File: config.mk
export PLATFORM = sky130hd
export DESIGN_NAME = bpu_update_arb
export DESIGN_NICKNAME = d
export VERILOG_FILES = /design/src/rtl/clap_bpu_pkg.sv /design/src/rtl/bpu_upd_fifo.sv /design/src/rtl/bpu_update_arb.sv
export SDC_FILE = /design/constraint.sdc
export NUM_CORES = 1
export LEC_CHECK = 0
export ABC_AREA = 1
export CAP_MARGIN = 20
export CORE_ASPECT_RATIO = 0.5
export CORE_MARGIN = 10
export CORE_UTILIZATION = 40
export CTS_BUF_LIST = sky130_fd_sc_hd__clkbuf_8
export DETAILED_ROUTE_END_ITERATION = 8
export HOLD_SLACK_MARGIN = 0.02
export MAX_ROUTING_LAYER = met4
export PLACE_DENSITY = 0.66
export REMOVE_ABC_BUFFERS = 1
export SETUP_SLACK_MARGIN = 0.05
export SLEW_MARGIN = 20
export SYNTH_ARGS = -nofsm -noshare
export SYNTH_HDL_FRONTEND = slang
export SYNTH_SLANG_ARGS = --single-unit
File: constraint.sdc
create_clock -name clk -period 3.23 [get_ports clk]
set_input_delay 0.323 -clock clk [delete_from_list [all_inputs] [get_ports clk]]
set_output_delay 0.323 -clock clk [all_outputs]
set_load 0.02 [all_outputs]
File: src/rtl/clap_bpu_pkg.sv
// -----------------------------------------------------------------------------
// clap_bpu_pkg
// Shared types for the branch-predictor update path.
//   BPU_ADDR_WIDTH : width of PC/target fields carried in an update record.
//                    The arbiter's ADDR_WIDTH must not exceed this value.
//   bpu_state_e    : arbiter FSM states (INIT walk / RUN).
//   bpu_upd_t      : one buffered branch-resolution update {pc, tgt, taken}.
// -----------------------------------------------------------------------------
package clap_bpu_pkg;

  localparam int unsigned BPU_ADDR_WIDTH = 32;

  typedef enum logic {
    ST_INIT = 1'b0,
    ST_RUN  = 1'b1
  } bpu_state_e;

  typedef struct packed {
    logic [BPU_ADDR_WIDTH-1:0] pc;
    logic [BPU_ADDR_WIDTH-1:0] tgt;
    logic                      taken;
  } bpu_upd_t;

endpackage

File: src/rtl/bpu_upd_fifo.sv
// -----------------------------------------------------------------------------
// bpu_upd_fifo
// Two-push / one-pop FIFO of update records. push0 is the older request; when
// both pushes are active push0 lands ahead of push1. A lone push1 is also
// accepted and takes the next free slot.
// Ports:
//   clk, rst            : clock, asynchronous active-high reset
//   flush               : empty the FIFO on the next edge (contents dropped)
//   push0/push0_rec     : older enqueue request and record
//   push1/push1_rec     : younger enqueue request and record
//   pop                 : dequeue the head this cycle
//   head                : record at the read pointer (valid when !empty)
//   empty               : no entries
//   free_ge2            : at least two free entries
// Parameter FIFO_DEPTH: power of two, >= 2.
// -----------------------------------------------------------------------------
module bpu_upd_fifo
  import clap_bpu_pkg::*;
#(
  parameter int unsigned FIFO_DEPTH = 4
) (
  input  logic     clk,
  input  logic     rst,
  input  logic     flush,
  input  logic     push0,
  input  bpu_upd_t push0_rec,
  input  logic     push1,
  input  bpu_upd_t push1_rec,
  input  logic     pop,
  output bpu_upd_t head,
  output logic     empty,
  output logic     free_ge2
);

  localparam int unsigned IDX_W = $clog2(FIFO_DEPTH);
  // One extra pointer bit: equal pointers mean empty, pointers differing only
  // in the MSB mean full, and the subtraction below yields the occupancy.
  localparam int unsigned PTR_W = IDX_W + 1;

  logic [PTR_W-1:0] wptr_q, wptr_d;
  logic [PTR_W-1:0] rptr_q, rptr_d;
  logic [PTR_W-1:0] used;
  logic [IDX_W-1:0] widx0, widx1;
  logic [1:0]       n_push;
  bpu_upd_t         first_rec;
  bpu_upd_t         mem_q [FIFO_DEPTH];

  assign n_push    = {1'b0, push0} + {1'b0, push1};
  assign first_rec = push0 ? push0_rec : push1_rec;
  assign widx0     = wptr_q[IDX_W-1:0];
  assign widx1     = widx0 + 1'b1;

  assign used      = wptr_q - rptr_q;
  assign empty     = (wptr_q == rptr_q);
  assign free_ge2  = (used <= PTR_W'(FIFO_DEPTH - 2));
  assign head      = mem_q[rptr_q[IDX_W-1:0]];

  always_comb begin
    // NOTE: every signal gets a default first so no path leaves it unassigned
    // and no latch is inferred.
    wptr_d = wptr_q + PTR_W'(n_push);
    rptr_d = rptr_q + PTR_W'(pop);
    if (flush) begin
      wptr_d = '0;
      rptr_d = '0;
    end
  end

  // NOTE: sequential state uses non-blocking assignments so every flop samples
  // pre-edge values regardless of statement order.
  always_ff @(posedge clk or posedge rst) begin
    if (rst) begin
      wptr_q <= '0;
      rptr_q <= '0;
    end else begin
      wptr_q <= wptr_d;
      rptr_q <= rptr_d;
    end
  end

  // NOTE: the storage array has no reset; the pointers alone define which
  // entries are valid, so clearing the data would only cost reset routing.
  always_ff @(posedge clk) begin
    if (push0 || push1) mem_q[widx0] <= first_rec;
    if (push0 && push1) mem_q[widx1] <= push1_rec;
  end

endmodule

File: src/rtl/bpu_update_arb.sv
// -----------------------------------------------------------------------------
// bpu_update_arb
// Arbitrates branch-resolution updates from two pipes onto the predictor
// table's single write port. After reset or clr the whole table is walked and
// zeroed (INIT); afterwards (RUN) updates are buffered and drained one per
// cycle whenever the predictor itself is not using the port (pred_we=0).
// Ports:
//   clk, rst                  : clock, asynchronous active-high reset
//   clr                       : restart the INIT walk, drop buffered updates
//   upd{0,1}_vld/pc/tgt/taken : update requests, pipe0 is older
//   upd_rdy                   : both update slots may be presented
//   pred_we                   : predictor owns the write port this cycle
//   tbl_we/waddr/wslot/wtgt/wtaken : table write port
//   busy                      : INIT walk in progress
// Build option CLAP_BPU_UPD_BYPASS_EN: with the FIFO empty and the port free,
// an update is written in its arrival cycle instead of being buffered.
// ADDR_WIDTH must not exceed clap_bpu_pkg::BPU_ADDR_WIDTH.
// -----------------------------------------------------------------------------
module bpu_update_arb
  import clap_bpu_pkg::*;
#(
  parameter int unsigned ADDR_WIDTH = 32,
  parameter int unsigned HASH_DEPTH = 5,
  parameter int unsigned FIFO_DEPTH = 4
) (
  input  logic                  clk,
  input  logic                  rst,
  input  logic                  clr,
  input  logic                  upd0_vld,
  input  logic [ADDR_WIDTH-1:0] upd0_pc,
  input  logic [ADDR_WIDTH-1:0] upd0_tgt,
  input  logic                  upd0_taken,
  input  logic                  upd1_vld,
  input  logic [ADDR_WIDTH-1:0] upd1_pc,
  input  logic [ADDR_WIDTH-1:0] upd1_tgt,
  input  logic                  upd1_taken,
  output logic                  upd_rdy,
  input  logic                  pred_we,
  output logic                  tbl_we,
  output logic [HASH_DEPTH-1:0] tbl_waddr,
  output logic                  tbl_wslot,
  output logic [ADDR_WIDTH-1:0] tbl_wtgt,
  output logic                  tbl_wtaken,
  output logic                  busy
);

  localparam logic [HASH_DEPTH-1:0] IDX_LAST = '1;

  bpu_state_e            state_q, state_d;
  logic [HASH_DEPTH-1:0] idx_q, idx_d;

  bpu_upd_t rec0, rec1, head, wr_rec;
  logic     fifo_empty, fifo_free_ge2;
  logic     push0, push1, pop;
  logic     acc0, acc1;
  logic     unused_wr_pc;

  assign rec0 = '{pc: BPU_ADDR_WIDTH'(upd0_pc), tgt: BPU_ADDR_WIDTH'(upd0_tgt), taken: upd0_taken};
  assign rec1 = '{pc: BPU_ADDR_WIDTH'(upd1_pc), tgt: BPU_ADDR_WIDTH'(upd1_tgt), taken: upd1_taken};

  assign busy    = (state_q == ST_INIT);
  assign upd_rdy = (state_q == ST_RUN) && fifo_free_ge2;
  assign acc0    = upd0_vld && upd_rdy;
  assign acc1    = upd1_vld && upd_rdy;

  // Only pc[HASH_DEPTH+2:2] reaches the table; the rest of the PC is carried
  // through the record unchanged.
  assign unused_wr_pc = ^wr_rec.pc;

  bpu_upd_fifo #(
    .FIFO_DEPTH (FIFO_DEPTH)
  ) u_fifo (
    .clk       (clk),
    .rst       (rst),
    .flush     (clr),
    .push0     (push0),
    .push0_rec (rec0),
    .push1     (push1),
    .push1_rec (rec1),
    .pop       (pop),
    .head      (head),
    .empty     (fifo_empty),
    .free_ge2  (fifo_free_ge2)
  );

  // State register.
  always_ff @(posedge clk or posedge rst) begin
    if (rst) begin
      state_q <= ST_INIT;
      idx_q   <= '0;
    end else begin
      state_q <= state_d;
      idx_q   <= idx_d;
    end
  end

  // Next state: the walk index wraps to 0 as the last entry is written, so
  // RUN always starts with idx at 0 and a later clr restarts cleanly.
  always_comb begin
    state_d = state_q;
    idx_d   = idx_q;
    if (clr) begin
      state_d = ST_INIT;
      idx_d   = '0;
    end else if (state_q == ST_INIT) begin
      idx_d = idx_q + 1'b1;
      if (idx_q == IDX_LAST) state_d = ST_RUN;
    end
  end

  // Outputs and FIFO control.
  always_comb begin
    push0      = 1'b0;
    push1      = 1'b0;
    pop        = 1'b0;
    tbl_we     = 1'b0;
    wr_rec     = '0;
    tbl_waddr  = '0;
    tbl_wslot  = 1'b0;
    tbl_wtgt   = '0;
    tbl_wtaken = 1'b0;

    if (state_q == ST_INIT) begin
      tbl_we    = 1'b1;
      tbl_waddr = idx_q;
    end else begin
`ifdef CLAP_BPU_UPD_BYPASS_EN
      if (fifo_empty && !pred_we && !clr && (acc0 || acc1)) begin
        tbl_we = 1'b1;
        wr_rec = acc0 ? rec0 : rec1;
        push1  = acc0 && acc1;
      end else begin
        push0 = acc0;
        push1 = acc1;
      end
`else
      push0 = acc0;
      push1 = acc1;
`endif
      // A pending clr wins over the drain so flushed entries are never written.
      if (!fifo_empty && !pred_we && !clr) begin
        pop    = 1'b1;
        tbl_we = 1'b1;
        wr_rec = head;
      end
      // Fields are forced to zero when idle, keeping unwritten storage off the port.
      tbl_waddr  = wr_rec.pc[HASH_DEPTH+2:3];
      tbl_wslot  = wr_rec.pc[2];
      tbl_wtgt   = ADDR_WIDTH'(wr_rec.tgt);
      tbl_wtaken = wr_rec.taken;
    end

    if (rst) tbl_we = 1'b0;
  end

endmodule
# --- Yosys cells after proc, flatten, opt, wreduce, memory -nomap -nowiden ---
# Memories as Yosys holds them, arrays and structs flattened.
# Index checks and enable logic that the tools add are counted.
word_totals:
  in_bits: 136
  ramBits: 260
  reg_bits: 12
  memories: 1
  output_inout_bits: 42
classes:
  reduce_logical: 10
  n_mux: 23
  addsub: 6
  n_bitwise: 1
  n_eq_ne: 3
  magnitude_cmp: 1
mem_list:
  columns: ["memory", "words", "width", "rd", "rd_ports_with_merged_regs", "write_ports", "line_no", "text"]
  rows:
  - ["u_fifo.mem_q", 4, 65, 1, 0, 2, "bpu_upd_fifo.sv:46", "bpu_upd_t mem_q [FIFO_DEPTH];"]
ops:
  columns: ["operator", "n"]
  rows:
  - ["$mux W65", 1]
  - ["$mux W41", 1]
  - ["$mux W32", 1]
  - ["$mux W1", 15]
  - ["$mux W5", 3]
  - ["$logic_and A1 B1 Y1", 6]
  - ["$mux W3", 2]
  - ["$add A5 B1 Y5 const B", 1]
  - ["$eq A5 B5 Y1 const B", 1]
  - ["$add A3 B1 Y3", 1]
  - ["$add A3 B2 Y3", 1]
  - ["$eq A3 B3 Y1", 1]
  - ["$le A3 B2 Y1 const B", 1]
  - ["$logic_not A1 Y1", 3]
  - ["$sub A3 B3 Y3", 1]
  - ["$add A1 B1 Y2", 1]
  - ["$add A2 B1 Y2 const B", 1]
  - ["$ne A2 B2 Y1 const B", 1]
  - ["$logic_or A1 B1 Y1", 1]
  - ["$not A1 Y1", 1]

# --- Depth between registers and ports, before layout ---
# Gate-level depths: netlist of run 1.
depth:
  word_depth: 8
  ltp_mapped: 14
  mapped_depth_nobuf: 14

# --- By module ---
# A second synthesis of run 1 with hierarchy kept.
hier_totals:
  hier_cells: 1742
  hier_area_um2: 14936.8
modules_own_cells:
  columns: ["mod", "n_inst", "cells_each", "seq_area_each_um2", "area_per_inst_um2"]
  rows:
  - ["bpu_upd_fifo", 1, 1607, 7957.6, 14169.8]
  - ["bpu_update_arb", 1, 135, 150.1, 767.0]

# --- Worst setup path before layout of run 1 ---
# No wires, ideal clock.
synth_timing:
  kind: "reg2reg"
  startpoint: "register u_fifo.rptr_q[1]"
  endpoint: "memory u_fifo.mem_q[0][0] in the netlist's numbering, enable pin"
  arrival_ns: 2.960
  setup_time_ns: 0.397
  stages_incl_launch_ff: 10
  required_time_ns: 2.833
  slack_ns: -0.127
  path_cell_list: "dfrtp_1 -> inv_1 -> clkbuf_1 -> fa_1 -> a21oi_2 -> nand3_1 -> nor2_1 -> nand3_1 -> buf_2 -> nand2_1"
synth_rtl:
  columns: ["element", "line_no", "text"]
  rows:
  - ["start: declaration", "bpu_upd_fifo.sv:41", "logic [PTR_W-1:0] rptr_q, rptr_d;"]
  - ["start signal: assignment", "bpu_upd_fifo.sv:77", "rptr_q <= rptr_d;"]
  - ["end: declaration", "bpu_upd_fifo.sv:46", null]

# --- Worst setup path after layout of run 1 ---
layout_timing:
  startpoint: "register u_fifo.wptr_q[0]"
  endpoint: "output port tbl_wtgt[20]"
layout_via:
  elab_chain_len: 6
layout_lines:
  columns: ["element", "line_no", "text"]
  rows:
  - ["start: declaration", "bpu_upd_fifo.sv:40", "logic [PTR_W-1:0] wptr_q, wptr_d;"]
  - ["start signal: assignment", "bpu_upd_fifo.sv:76", "wptr_q <= wptr_d;"]
  - ["$eq A3 B3 Y1", "bpu_upd_fifo.sv:54", "assign empty = (wptr_q == rptr_q);"]
  - ["$logic_not A1 Y1", "bpu_update_arb.sv:141", "if (!fifo_empty && !pred_we && !clr) begin"]
  - ["$logic_and A1 B1 Y1 (2 in a row)", "bpu_update_arb.sv:141", null]
  - ["$mux W41", "bpu_update_arb.sv:141", null]
  - ["$mux W32", "bpu_update_arb.sv:123", "if (state_q == ST_INIT) begin"]
  - ["end: declaration", "bpu_update_arb.sv:42", "output logic [ADDR_WIDTH-1:0] tbl_wtgt,"]
# Every way passes these cells.

==> run_results.csv, run 1 <==
group,metric,value,unit
worst_setup_path,path_delay_family,"buffers and inverters",
worst_setup_path,path_buf_inv,3,
synth,synthCells,1217,
routing,vias,9328,
synth,yosysSeqAreaShare,0.517,
cts,clkLatencyLatePin,0.48,ns
cts,clk_pin_slew_worst_paths,0.08,ns
synth,synth_cell_types,21,
cells_and_area,final_cell_mix,"nand2_1 (409), nand3_1 (166), nor2_1 (157)",
synth,avgSynthCellArea,7.92,um^2
cts,cts_buffers,17,
routing,first_pass_iters,8,
cts,clockRootBuffer,"clkbuf_8",
worst_setup_path,start_kind,"flop",
cells_and_area,insertedDiodeCount,0,
routing,ant_nets,0,
sta,finalSetupViolCount,0,
worst_setup_path,r2r_cells,11,
min_path,holdCritPathClass,"in2async",
worst_setup_path,arrival,2.70,ns
power_and_ir_drop,p_sw_frac,0.223,
power_and_ir_drop,p_comb_frac,0.071,
synth,synth_top_area_cell,"edfxtp_1",
die,rows,40,
worst_setup_path,reg2reg_slack,0.25,ns
worst_setup_path,cpMaxStageDelayCell,"dfrtp_2",
place,portBuffers,125,
cells_and_area,drive_above_1_share,0.0722,
worst_setup_path,rr_endpoint,"u_fifo.mem_q[1][18]",
die,die_area,31100,um^2
routing,drc,0,
die,die_h,130,um
die,io_pins,178,
power_and_ir_drop,p_int,3.35,mW
worst_setup_path,path_cells,"inv_1, ha_1, nand4_1, nand4_1, buf_4, a21oi_1, dlygate4sd2_1",
cells_and_area,final_common_cell,"nand2_1",
place,place_ws,0.130,ns
synth,syn-cell-area,9630,um^2
cells_and_area,nets,1448,
power_and_ir_drop,seqPwrFrac,0.552,
cts,cts_tree,"done",
worst_setup_path,crit_fanout,24,
global_routing,gr-usage-all-layers,0.214,
cts,postCtsHoldBufs,0,
power_and_ir_drop,powerDensity,368,nW/um^2
cts,cts_max_level,4,
worst_setup_path,worstReg2RegStart,"u_fifo.wptr_q[0]",
sta,fin_crit,3.03,ns
sta,min_period_over_period,0.937,
power_and_ir_drop,worst_ir_drop_vdd,0.246,mV
global_routing,grt_pass1_vias,8884,
worst_setup_path,endpoint_kind,"primary output",
run_status,status,"complete, no violations",
cells_and_area,area_growth,21.6,%
global_routing,grt_pass1_wl,49800,um
power_and_ir_drop,power.share.clock,0.377,
die,start_util,0.404,
synth,yosys-top-cells-area,"edfxtp_1 (49%), nand2_1 (16%), nand3_1 (8.8%)",
place,dpl.hpwl,19200,um
worst_setup_path,cp.required,2.91,ns
power_and_ir_drop,power.switching,0.961,mW
sta,hold_viol_final,0,
sta,fmax,330,MHz
sta,tightest_slew,0.655,ns
synth,yosysTopAreaCellShare,0.486,
sta,slew_violations,0,
sta,worst_slack,0.204,ns
worst_setup_path,crit_top_cell,"nand4_1",
place,place.gp.congestion,0.836,
power_and_ir_drop,p_leak,5.10,nW
global_routing,antenna_found_initial,0,
routing,vias_per_cell,5.72,
die,core_region_area,23800,um^2
synth,synth-seq-cells,168,
global_routing,overflow,0,
worst_setup_path,cp_slowest_stage_delay,0.47,ns
cells_and_area,finish.utilization,0.492,
sta,slew_headroom,0.563,
routing,drtIter0Drc,1261,
cts,post-cts-setup-buffers,0,
cts,clock-sinks,168,
sta,rsz0062_at_grt,"no",
sta,finalClockSkew,0.0138,ns
die,die_x,239,um
run,maxCapViolations,0,
synth,ys_warn_count,0,
worst_setup_path,worstSetupPathType,"reg2out",
routing,routed_wirelength,32800,um
global_routing,grt_max_degree,89,
routing,wl_per_cell,20.1,um
sta,whs,0.225,ns
cts,cts_buffer_depth,2,
cells_and_area,nFillCells,2235,
-- area by class of cell --
cell class,count,area (um^2),area share
tap,315,394,0.0337
inverter,23,86.3,0.00737
sequential,168,4990,0.426
timing repair buffer,164,1650,0.141
clock inverter,15,185,0.0158
clock buffer,17,234,0.0200
multi-input combinational,929,4180,0.357
-- worst max path at each step --
stage                     start                   to  slack, ns  cells after the start
2_1_floorplan  u_fifo.rptr_q[0]   u_fifo.mem_q[0][0]      -2.89                      8
3_3_place_gp   u_fifo.wptr_q[0]  u_fifo.mem_q[2][30]       0.21                     11
3_5_place_dp   u_fifo.wptr_q[0]   u_fifo.mem_q[0][8]       0.13                     11
4_1_cts        u_fifo.wptr_q[0]         tbl_wtgt[22]       0.08                      7
5_1_grt        u_fifo.wptr_q[0]         tbl_wtgt[20]       0.05                      7
6_report       u_fifo.wptr_q[0]         tbl_wtgt[20]       0.20                      7
-- kinds of logic (layout without fill, tap and decap cells) --
| group | Yosys count | in the layout | synth area share |
|---|---|---|---|
| simple gates | 788 | 788 | 0.341 |
| flops | 168 | 168 | 0.517 |
| compound gates | 130 | 130 | 0.0699 |
| buf+inv | 120 | 219 | 0.0562 |
| fa+ha+maj | 9 | 9 | 0.0132 |
| xor+xnor | 2 | 2 | 0.00182 |
-- timing repair --
action | in CTS | in global routing
gates resized for setup | 31 | 11
endpoints found under the setup margin | 35 | 109
cloned | 0 | 1
-- cell usage after synthesis --
cell type and count:
nand2_1 414, nand3_1 170, nor2_1 160, edfxtp_1 156, o21ai_0 86, clkbuf_1 51, nand4_1 42, a21oi_1 38
buf_2 28, inv_1 20, buf_4 15, dfrtp_1 12, ha_1 7, o22a_1 5, buf_1 3, inv_2 3
fa_1 2, xnor2_1 2, a21oi_2 1, nand3_2 1, nor2_4 1
-- power groups by stage --
stage / registers (mW) / clock network (mW) / logic, mW
after floorplan: 2.43 / 0 / 0.123
after global placement: 2.43 / 0 / 0.292
after detailed placement: 2.43 / 0 / 0.305
after CTS: 2.38 / 1.63 / 0.305
after global routing: 2.38 / 1.72 / 0.344
final: 2.38 / 1.63 / 0.306
-- stage by stage --
stage / setup TNS (ns) / std cells / total power, mW / cell area (um^2)
floorplan: -907.81 / 1120 / 2.55 / 9180
global placement: 0 / 1598 / 2.72 / 11300
detailed placement: 0 / 1598 / 2.73 / 11300
CTS: 0 / 1630 / 4.31 / 11700
global route: 0 / 1631 / 4.44 / 11700
finish: 0 / 1631 / 4.31 / 11700
-- registers in the layout (all words and copies together), names as in the netlist --
signal and count:
u_fifo.wptr_q 3, u_fifo.rptr_q 3, state_q 1, idx_q 5
u_fifo.mem_q 156
-- routing by layer --
| layer | vias up | track usage | wire length [um] |
|---|---|---|---|
| li1 | 4286 | - | - |
| met3 | 77 | 0.0419 | 3450 |
| met2 | 561 | 0.342 | 15800 |
| met4 | 0 | 0.0826 | 796 |
| met1 | 4404 | 0.266 | 12700 |
| met5 | - | - | 0 |
Power figures use the tool's default switching activity.
==> run 2: changes to the inputs <==
PLACE_DENSITY = 0.74   (was 0.66)
SETUP_SLACK_MARGIN = default   (was 0.05)
==> run_results.csv, run 2 (synthesized netlist as in run 1, its figures left out) <==
group,metric,value,unit
routing,drc,0,
sta,fin_crit,3.10,ns
sta,hold_viol_final,0,
die,die_x,239,um
global_routing,grt_max_degree,81,
run,maxCapViolations,0,
place,dpl.hpwl,18300,um
cts,clk_pin_slew_worst_paths,0.10,ns
routing,vias_per_cell,5.78,
min_path,holdCritPathClass,"in2async",
cts,clock-sinks,168,
cells_and_area,final_common_cell,"nand2_1",
cts,cts_buffers,17,
sta,rsz0062_at_grt,"no",
cells_and_area,largest_reg_flops,156,
cts,cts_tree,"done",
worst_setup_path,cp.required,2.91,ns
worst_setup_path,cp_slowest_stage_delay,0.63,ns
place,place.gp.congestion,0.841,
die,start_util,0.404,
cells_and_area,top_register,"u_fifo.mem_q",
place,portBuffers,125,
power_and_ir_drop,p_leak,5.23,nW
worst_setup_path,cpMaxStageDelayCell,"clkdlybuf4s50_1",
place,place_ws,0.260,ns
cells_and_area,final_cell_mix,"nand2_1 (410), nand3_1 (166), nor2_1 (157)",
worst_setup_path,arrival,2.78,ns
cts,clockRootBuffer,"clkbuf_8",
place,placed_area,11200,um^2
routing,ant_nets,0,
global_routing,grt_pass1_vias,8869,
sta,slew_violations,0,
routing,wl_per_cell,19.5,um
sta,worst_slack,0.127,ns
cells_and_area,postLayoutCellArea,11700,um^2
global_routing,gr-usage-all-layers,0.206,
run_status,status,"complete, no violations",
routing,routed_wirelength,31800,um
cts,cts_buffer_depth,2,
die,die_area,31100,um^2
routing,first_pass_iters,6,
sta,finalClockSkew,0.0209,ns
sta,tightest_slew,0.640,ns
cells_and_area,area_growth,21.4,%
cells_and_area,drive_above_1_share,0.0686,
sta,fmax,322,MHz
cells_and_area,nets,1444,
routing,vias,9410,
worst_setup_path,crit_fanout,80,
cts,postCtsHoldBufs,0,
sta,slew_headroom,0.574,
die,die_h,130,um
cells_and_area,top_regs,"u_fifo.mem_q (156), idx_q (5)",
cells_and_area,insertedDiodeCount,0,
power_and_ir_drop,powerDensity,364,nW/um^2
worst_setup_path,endpoint_kind,"primary output",
sta,finalSetupViolCount,0,
die,rows,40,
cts,post-cts-setup-buffers,0,
worst_setup_path,start_kind,"flop",
cts,clkLatencyLatePin,0.50,ns
global_routing,grt_pass1_wl,48300,um
sta,min_period_over_period,0.961,
global_routing,overflow,0,
global_routing,antenna_found_initial,0,
worst_setup_path,worstSetupPathType,"reg2out",
die,io_pins,178,
worst_setup_path,path_cells,"buf_12, inv_2, buf_4, o21ai_0, a21oi_1, clkdlybuf4s50_1",
cts,cts_max_level,4,
routing,drtIter0Drc,1263,
die,core_region_area,23800,um^2
power_and_ir_drop,worst_ir_drop_vdd,0.287,mV
run 2: cell count changes in the layout (fill, tap and decap cells not counted), sizes merged:
cell | before | now
clkdlybuf4s50 | 84 | 90
bufinv | 4 | 1
inv | 26 | 31
buf | 44 | 39
dlymetal6s2s | 6 | 20
clkinvlp | 3 | 2
clkbuf | 18 | 17
dlygate4sd2 | 29 | 11
clkinv | 5 | 4
run 2: final timing paths:
kind / startpoint / endpoint / slack, ns / cells after the start
worst min-delay path: rst / u_fifo.wptr_q[2] / 0.21 / 2
worst max-delay path: u_fifo.rptr_q[0] / tbl_wtgt[24] / 0.13 / 6
max in group asynchronous: rst / u_fifo.rptr_q[0] / 2.64 / 2
worst min register to register: idx_q[0] / idx_q[0] / 0.55 / 1
worst max register to register: u_fifo.wptr_q[0] / u_fifo.mem_q[0][14] / 0.26 / 10
min in group clk: upd0_vld / u_fifo.wptr_q[0] / 0.44 / 4
run 2: area by class of cell:
| type | instances | area (um^2) |
|---|---|---|
| clock buffers | 17 | 234 |
| clock inverters | 15 | 180 |
| fillers | 2195 | 12100 |
| inverters | 23 | 86.3 |
| multi-input cells | 929 | 4170 |
| flip-flops and latches | 168 | 4990 |
| well taps | 315 | 394 |
| repair buffers | 160 | 1650 |
run 2: where the power goes:
part           internal, mW  leakage, nW  total, mW  switching (mW)
registers              2.38         1.56       2.38         0.00362
clock network         0.658        0.204       1.57           0.916
logic                 0.146         3.46      0.311           0.165
total                  3.18         5.23       4.26            1.08
run 2: critical path, delay by kind of cell (launching register included):
family | cells | cell delay (ns)
buffers and inverters | 4 | 1.50
flip-flops | 1 | 0.44
AO/OA/AOI/OAI | 2 | 0.31
run 2: metal layers:
metal	vias to the layer above	track usage	routed length, um
met4	0	0.0986	1220
met2	659	0.355	15800
met3	118	0.0307	3580
met5	-	-	0
met1	4357	0.236	11200
li1	4276	-	-
run 2: timing repair:
item	CTS	global route
endpoints found under the setup margin	11	26
gates resized for setup	11	21
endpoints found under the hold margin	0	0
pin swaps	0	0
run 2: metrics by stage:
step	utilization	instances	TNS (ns)	hold WS (ns)	power, mW
6_report	0.491	1627	0	0.211	4.26
2_1_floorplan	-	1120	-907.81	0.188	2.55
4_1_cts	0.489	1627	0	0.214	4.26
3_3_place_gp	0.472	1595	0	0.514	2.72
5_1_grt	0.491	1627	0	0.243	4.39
3_5_place_dp	0.472	1595	0	0.533	2.74
==> run 3: changes to the inputs <==
CORE_UTILIZATION = 45   (was 40)
PLACE_DENSITY = 0.81   (was 0.74)
==> run_results.csv, run 3 (synthesized netlist as in run 1, its figures left out) <==
group,metric,value,unit
global_routing,gr-usage-all-layers,0.231,
cts,cts_buffers,17,
place,placed_area,11200,um^2
die,core_region_area,20800,um^2
sta,worst_slack,0.132,ns
global_routing,antenna_found_initial,1,
sta,fmax,323,MHz
routing,first_pass_iters,8,
power_and_ir_drop,p_comb_frac,0.069,
power_and_ir_drop,power.share.clock,0.404,
sta,rsz0062_at_grt,"no",
power_and_ir_drop,total_power,4.52,mW
cells_and_area,top_regs,"u_fifo.mem_q (156), idx_q (5)",
cts,cts_max_level,4,
worst_setup_path,worstReg2RegStart,"u_fifo.wptr_q[0]",
worst_setup_path,crit_top_cell,"nand4_1",
cts,clockRootBuffer,"clkbuf_8",
die,die_h,123,um
run_status,status,"complete, no violations",
cells_and_area,final_cell_mix,"nand2_1 (409), nand3_1 (166), nor2_1 (157)",
sta,fin_crit,3.10,ns
sta,slew_violations,0,
place,dpl.hpwl,19300,um
sta,min_period_over_period,0.959,
sta,tightest_slew,0.608,ns
die,start_util,0.463,
routing,ant_nets,0,
worst_setup_path,cp_slowest_stage_delay,0.66,ns
cells_and_area,largest_reg_flops,156,
worst_setup_path,arrival,2.77,ns
worst_setup_path,endpoint_kind,"primary output",
routing,vias_per_cell,5.99,
worst_setup_path,path_cells,"inv_1, ha_1, nand4_1, nand4_1, buf_12, a21oi_1, clkdlybuf4s50_1",
cts,postCtsHoldBufs,0,
cells_and_area,area_growth,21.6,%
cells_and_area,drive_above_1_share,0.0736,
cts,clk_pin_slew_worst_paths,0.09,ns
worst_setup_path,start_kind,"flop",
worst_setup_path,rr_endpoint,"u_fifo.mem_q[3][1]",
place,dp.cells,1556,
cts,clkLatencyLatePin,0.48,ns
worst_setup_path,reg2reg_slack,0.21,ns
routing,drc,0,
routing,routed_wirelength,31800,um
die,io_pins,178,
power_and_ir_drop,seqPwrFrac,0.527,
global_routing,grt_max_degree,81,
power_and_ir_drop,worst_ir_drop_vdd,0.264,mV
routing,wl_per_cell,20.0,um
cells_and_area,nFillCells,1712,
power_and_ir_drop,p_int,3.52,mW
cells_and_area,nets,1450,
sta,setup-tns-final,0,ns
worst_setup_path,cpMaxStageDelayCell,"clkdlybuf4s50_1",
worst_setup_path,worstSetupPathType,"reg2out",
power_and_ir_drop,p_sw_frac,0.220,
min_path,holdCritPathClass,"in2async",
cells_and_area,final_common_cell,"nand2_1",
place,portBuffers,125,
global_routing,grt_pass1_wl,49000,um
power_and_ir_drop,power.switching,0.994,mW
cts,cts_tree,"done",
cells_and_area,postLayoutCellArea,11700,um^2
routing,vias,9531,
global_routing,grt_pass1_vias,9157,
sta,finalSetupViolCount,0,
cts,cts_buffer_depth,2,
power_and_ir_drop,p_leak,5.05,nW
cts,clock-sinks,168,
worst_setup_path,r2r_cells,11,
power_and_ir_drop,powerDensity,386,nW/um^2
global_routing,overflow,0,
routing,drtIter0Drc,1281,
sta,finalClockSkew,0.00796,ns
sta,whs,0.187,ns
sta,hold_viol_final,0,
worst_setup_path,cp.required,2.91,ns
place,place_ws,0.215,ns
place,place.gp.congestion,0.852,
sta,slew_headroom,0.594,
cells_and_area,top_register,"u_fifo.mem_q",
run,maxCapViolations,0,
cells_and_area,layout.cells.non_filler,1592,
cells_and_area,finish.utilization,0.563,
die,die_area,28000,um^2
die,die_x,227,um
worst_setup_path,crit_fanout,25,
die,rows,37,
==> run 3: cell count changes in the layout (fill, tap and decap cells not counted), moves of 4 or more <==
cell,previous run,this run
clkdlybuf4s50_1,90,111
inv_8,6,0
dlygate4sd2_1,11,0
buf_12,9,5
dlymetal6s2s_1,20,10
buf_4,29,38
bufinv_16,1,6
==> run 3: critical path: cells and delay by family, from the launching register on <==
family                     cells  cell delay, ns
DFF                            1            0.39
and+or+nand+nor                2            0.33
AOI/OAI and AO/OA              1            0.23
adders and majority gates      1            0.28
buffers and inverters          3            1.04
==> run 3: per-layer routing <==
metal,track usage,share of wire
met5,-,0
met4,0.127,0.037
met3,0.0421,0.11
met2,0.386,0.50
met1,0.263,0.35
==> run 3: timing repair <==
item / in CTS / in global routing
endpoints found under the hold margin: 0 / 0
setup endpoints to repair: 2 / 103
gates resized for setup: 3 / 11
setup buffers: 0 / 3
pin swaps: 0 / 1
==> run 3: power by group through the flow <==
| stage | clock (mW) | combinational (mW) | sequential (mW) |
|---|---|---|---|
| after floorplan | 0 | 0.123 | 2.43 |
| after global placement | 0 | 0.288 | 2.43 |
| after detailed placement | 0 | 0.305 | 2.43 |
| after CTS | 1.82 | 0.307 | 2.38 |
| after global routing | 1.91 | 0.344 | 2.38 |
| final | 1.83 | 0.312 | 2.38 |
==> run 3: final cells by class <==
cell class / instances / area (um^2) / area share
Timing Repair Buffer: 166 / 1640 / 0.140
Sequential cell: 168 / 4990 / 0.426
Inverter: 23 / 88.8 / 0.00758
Clock buffer: 17 / 234 / 0.0200
Antenna cell: 1 / 2.50 / 0.000214
Tap cell: 273 / 342 / 0.0292
Multi-Input combinational cell: 929 / 4170 / 0.356
Clock inverter: 15 / 249 / 0.0213
==> run 3: worst max-delay path by stage <==
| stage | startpoint | end | slack, ns | depth (start not counted) |
|---|---|---|---|---|
| 5_1_grt | u_fifo.wptr_q[0] | tbl_wtgt[17] | 0.005 | 7 |
| 2_1_floorplan | u_fifo.rptr_q[0] | u_fifo.mem_q[0][0] | -2.89 | 8 |
| 4_1_cts | u_fifo.wptr_q[0] | tbl_waddr[0] | 0.04 | 7 |
| 3_5_place_dp | u_fifo.wptr_q[0] | u_fifo.mem_q[2][22] | 0.21 | 11 |
| 3_3_place_gp | u_fifo.wptr_q[0] | u_fifo.mem_q[1][17] | 0.26 | 11 |
| 6_report | u_fifo.wptr_q[0] | tbl_wtaken | 0.13 | 7 |
